### src/rtl/mac_violation_ctrl_pkg.sv
// mac_violation_ctrl_pkg: FSM encoding, cause bit indices and parameter defaults
package mac_violation_ctrl_pkg;
  typedef enum logic [1:0] {IDLE, HOLD, RELEASE, LOCKED} state_e;
  localparam int C_DATA = 0;
  localparam int C_TEXT = 1;
  localparam int C_WRITE = 2;
  localparam int C_JMP = 3;
  localparam int HOLD_CYCLES_DEF = 16;
  localparam int LOCK_THRESH_DEF = 4;
endpackage

### src/rtl/mac_hold_timer.sv
// mac_hold_timer: loadable down-counter timing the cpu_reset hold window
module mac_hold_timer (
  input  logic       clk,
  input  logic       rst_n,
  input  logic       load,
  input  logic       dec,
  input  logic [7:0] load_val,
  output logic       zero
);
  logic [7:0] cnt_q, cnt_d;
  always_comb cnt_d = load ? load_val : (dec && cnt_q != 8'd0) ? cnt_q - 8'd1 : cnt_q;
  always_ff @(posedge clk) cnt_q <= !rst_n ? 8'd0 : cnt_d;
  assign zero = cnt_q == 8'd0;
endmodule

### src/rtl/mac_violation_ctrl.sv
// mac_violation_ctrl: logs access violations, pulses/holds cpu_reset and locks after repeated violations
module mac_violation_ctrl
  import mac_violation_ctrl_pkg::*;
#(
  parameter int HOLD_CYCLES = HOLD_CYCLES_DEF,
  parameter int LOCK_THRESH = LOCK_THRESH_DEF
) (
  input  logic        clk,
  input  logic        rst_n,
  input  logic        viol_data,
  input  logic        viol_text,
  input  logic        viol_write,
  input  logic        viol_jmp,
  input  logic [15:0] pc,
  input  logic [15:0] data_addr,
  input  logic [15:0] code_addr,
  input  logic        clr_req,
  output logic        clr_ack,
  output logic        cpu_reset,
  output logic [3:0]  cause,
  output logic [15:0] log_pc,
  output logic [15:0] log_addr,
  output logic [7:0]  viol_cnt,
  output logic        locked
);
  state_e state_q, state_d;
  logic cpu_reset_q, cpu_reset_d, clr_ack_q, clr_ack_d, clr_done_q, clr_done_d;
  logic [3:0] cause_q, cause_d, viol_vec;
  logic [15:0] log_pc_q, log_pc_d, log_addr_q, log_addr_d;
  logic [7:0] viol_cnt_q, viol_cnt_d, cnt_inc;
  logic viol, take, clr_go, zero;
  mac_hold_timer u_timer (
    .clk      (clk),
    .rst_n    (rst_n),
    .load     (take),
    .dec      (state_q == HOLD),
    .load_val (8'(HOLD_CYCLES - 1)),
    .zero     (zero)
  );
  always_comb begin
    viol_vec = '0;
    viol_vec[C_DATA] = viol_data;
    viol_vec[C_TEXT] = viol_text;
    viol_vec[C_WRITE] = viol_write;
    viol_vec[C_JMP] = viol_jmp;
    viol = |viol_vec;
    cnt_inc = viol_cnt_q == 8'hff ? viol_cnt_q : viol_cnt_q + 8'd1;
    take = state_q == IDLE && viol;
    clr_go = state_q == IDLE && !viol && clr_req && !clr_done_q;
    state_d = state_q;
    cpu_reset_d = cpu_reset_q;
    case (state_q)
      IDLE: if (take) begin
        state_d = cnt_inc >= 8'(LOCK_THRESH) ? LOCKED : HOLD;
        cpu_reset_d = 1'b1;
      end
      HOLD: if (zero) begin
        state_d = RELEASE;
        cpu_reset_d = 1'b0;
      end
      RELEASE: state_d = IDLE;
      default: cpu_reset_d = 1'b1;
    endcase
    cause_d = take ? viol_vec : clr_go ? 4'd0 : cause_q;
    log_pc_d = take ? pc : clr_go ? 16'd0 : log_pc_q;
    log_addr_d = take ? (viol_data ? data_addr : (viol_text || viol_write) ? code_addr : pc)
               : clr_go ? 16'd0 : log_addr_q;
    viol_cnt_d = take ? cnt_inc : clr_go ? 8'd0 : viol_cnt_q;
    clr_ack_d = clr_go;
    clr_done_d = clr_go || (clr_req && clr_done_q);
  end
  always_ff @(posedge clk) begin
    if (!rst_n) begin
      state_q <= IDLE;
      cpu_reset_q <= 1'b0;
      clr_ack_q <= 1'b0;
      clr_done_q <= 1'b0;
      cause_q <= 4'd0;
      log_pc_q <= 16'd0;
      log_addr_q <= 16'd0;
      viol_cnt_q <= 8'd0;
    end else begin
      state_q <= state_d;
      cpu_reset_q <= cpu_reset_d;
      clr_ack_q <= clr_ack_d;
      clr_done_q <= clr_done_d;
      cause_q <= cause_d;
      log_pc_q <= log_pc_d;
      log_addr_q <= log_addr_d;
      viol_cnt_q <= viol_cnt_d;
    end
  end
  assign clr_ack = clr_ack_q;
  assign cpu_reset = cpu_reset_q;
  assign cause = cause_q;
  assign log_pc = log_pc_q;
  assign log_addr = log_addr_q;
  assign viol_cnt = viol_cnt_q;
  assign locked = state_q == LOCKED;
endmodule

### config.mk
export PLATFORM = sky130hd
export DESIGN_NAME = mac_violation_ctrl
export DESIGN_NICKNAME = d
export VERILOG_FILES = /design/src/rtl/mac_violation_ctrl_pkg.sv /design/src/rtl/mac_hold_timer.sv /design/src/rtl/mac_violation_ctrl.sv
export SDC_FILE = /design/constraint.sdc
export NUM_CORES = 1
export LEC_CHECK = 0
export CORE_MARGIN = 10
export CORE_UTILIZATION = 39
export DETAILED_ROUTE_END_ITERATION = 6
export HOLD_SLACK_MARGIN = 0.08
export MAX_ROUTING_LAYER = met4
export PLACE_DENSITY = 0.72
export SKIP_LAST_GASP = 1
export SLEW_MARGIN = 20
export SYNTH_ARGS = -nofsm -noshare
export SYNTH_HDL_FRONTEND = slang
export SYNTH_SLANG_ARGS = --single-unit
### constraint.sdc
create_clock -name clk -period 2.4 [get_ports clk]
set_input_delay 0.48 -clock clk [delete_from_list [all_inputs] [get_ports clk]]
set_output_delay 0.48 -clock clk [all_outputs]
set_load 0.005 [all_outputs]
==> metrics.cfg <==
[timing]
period_share = 0.893
fin_crit_ns = 2.14
worst_pin_slew_ns = 0.757
worst_hold_slack_ns = 0.467
grt_setup_unrepaired = false
max_freq_ghz = 0.467
clock_skew_ns = 0.00557
slew_headroom = 0.495
hold_viol_final = 0
finalSetupViolations = 0
final_max_slew_viol_count = 0

[grt]
grtUsageTotal = 0.165
grt_max_degree = 35
grt_overflow = 0
grt_pass1_vias = 2852
antenna_found_initial = 0
grt_pass1_wl_um = 14000

[critical_path]
path_max_fanout = 21
worst_setup_path_end_kind = flop
crit_type = primary input to flop
max_stage_delay_ns = 0.63
cp_top_family = simple AND/OR/NAND/NOR gates
required_ns = 2.68
cp_cell_sequence = clkdlybuf4s50_1, nor4_4, nand2b_1, and2_1, a22oi_1, nor2_1
critPathSlowestCell = and2_1
critPathLaunchType = primary input
cp.arrival_ns = 2.42
critPathBufInv = 1

[clocking]
cts_resized = 0
cts-root-buf = clkbuf_8
clkTransAtPathRegs_ns = 0.06
cts_buffers = 9
htree_levels = 3
cts_setup_buffers = 0
hold_buffers = 0
clk_latency_ns = 0.34
cts_sinks = 57
cts_tree = done
clk_path_buf_depth = 2

[yosys]
yosys-top-cells-area = dfxtp_1 41%, mux2i_1 6.2%, nand2_1 5.8%
yosysSeqAreaShare = 0.413
synth.most_common_cell = dfxtp_1
synth_top_area_frac = 0.413
netlist_area_sq_um = 2770
ys_warn_count = 0
ys_ff_latch = 57
synth_area_per_cell_sq_um = 8.28
synth_ff_type = dfxtp_1
syn_inst = 334
async_reset_ff_frac = 0
synth_edf_count = 0
synth_cell_types = 44
ys_top_cells_by_count = 57 x dfxtp_1, 43 x nand2_1, 40 x nor2_1, 29 x a21oi_1, 24 x nand3_1
synth_top_area_cell = dfxtp_1
synth.net_count = 396

[final_layout]
fin_util = 0.607
regArea_sq_um = 1140
antenna_cells = 0
finalInstanceArea_sq_um = 4150
multi_input_area_sq_um = 1480
nets = 496
fillers = 600
drive_gt1_frac = 0.0820
area_growth_syn_to_layout_pct = 49.9

[route]
routedWlPerCell_um = 16.7
first_pass_iters = 4
viasPerCell = 5.24
vias = 2806
drtIter0Drc = 150
finalWirelength_um = 8960
ant_nets = 0
remaining_drc_errors = 0

[floorplanning]
io-pin-count = 102
rows = 30
initial_utilization = 0.405
die_w_um = 104
dieHeight_um = 104
die_area_sq_um = 10900
core_area_sq_um = 6830

[placement]
portBuffers = 101
place_area_sq_um = 3900
gp_congestion = 0.846
dp_hpwl_um = 6840

[job]
drv_cap = 0

[pwr]
p_per_area_nw_per_um2 = 1050
ir_worst_vdd_uv = 385
p_leak_nw = 1.60

[worst_hold_path]
hold_class = flop to flop

[outcome]
status = complete, no violations

==> through the flow <==
| stage | total power, W | setup TNS [ns] | std cells | worst slack, ns |
|---|---|---|---|---|
| after floorplan | 0.00243 | 0 | 334 | 0.598 |
| after global placement | 0.00321 | -0.407 | 519 | -0.0385 |
| after detailed placement | 0.00323 | -1.09 | 519 | -0.0868 |
| after CTS | 0.00436 | 0 | 535 | 0.261 |
| after global routing | 0.00462 | 0 | 535 | 0.0236 |
| final | 0.00435 | 0 | 535 | 0.257 |
==> layout by cell type, fill, tap and decap left out, drive strengths merged, types with 2 or more instances in the layout <==
master and n:
o31ai 2, nand4b 2, mux2i 17, nor3 3, and2 2, clkbuf 11
bufinv 3, clkdlybuf4s50 101, nand2b 2, o21ai 18, a21oi 29, dfxtp 57
nor4 4, ha 7, o22ai 2, xor2 5, buf 12, xnor2 3
o311ai 2, a22oi 20, nor2 41, nand2 43, and3 2, a211oi 3
inv 8, nand4 3, nand3 24
==> worst register-to-register path, cell delays in order (launching register included) <==
cell and delay [ns]:
dfxtp_1 0.46, ha_1 0.30, nand3_1 0.20, o31ai_1 0.60, o21ai_0 0.15, and2_1 0.18
==> registers in the layout, summed over array words and instances, names as in the netlist, 2 cells and up <==
signal         flops
viol_cnt           8
log_addr          16
log_pc            16
cause              4
u_timer.cnt_q      8
state_q            2
==> routing by layer <==
metal | part of all wire | GRT usage
met5 | 0 | -
met3 | 0.098 | 0.0812
met4 | 0.013 | 0.0547
met1 | 0.41 | 0.177
met2 | 0.47 | 0.260
==> worst paths after layout <==
| check | startpoint | end | slack (ns) | cells after the start |
|---|---|---|---|---|
| worst max-delay path | viol_data | log_addr[11] | 0.26 | 6 |
| worst min-delay path | log_pc[10] | log_pc[10] | 0.47 | 2 |
| worst min register to register | log_pc[10] | log_pc[10] | 0.47 | 2 |
| worst max register to register | viol_cnt[0] | viol_cnt[0] | 0.41 | 5 |
==> layout make-up <==
cell class	count	area share
timing repair buffer	113	0.272
clock inverter	5	0.0248
clock buffer	11	0.0341
tap	96	0.0290
inverter	8	0.00724
sequential	57	0.275
multi-input combinational	245	0.358
==> kinds of logic after synthesis <==
| group | share of synthesized area |
|---|---|
| and+or+nand+nor | 0.227 |
| AOI/OAI and AO/OA | 0.191 |
| DFF | 0.413 |
| buffers and inverters | 0.0507 |
| muxes | 0.0615 |
| xor gates and xnor gates | 0.0253 |
| adders and majority gates | 0.0317 |
==> report_power, final <==
part           total (W)  internal [W]  switching (W)
clock            0.00112      0.000716       0.000404
combinational    0.00186      0.000887       0.000971
sequential       0.00137       0.00119       0.000183
No activity file was read; power rests on OpenSTA's default activity.
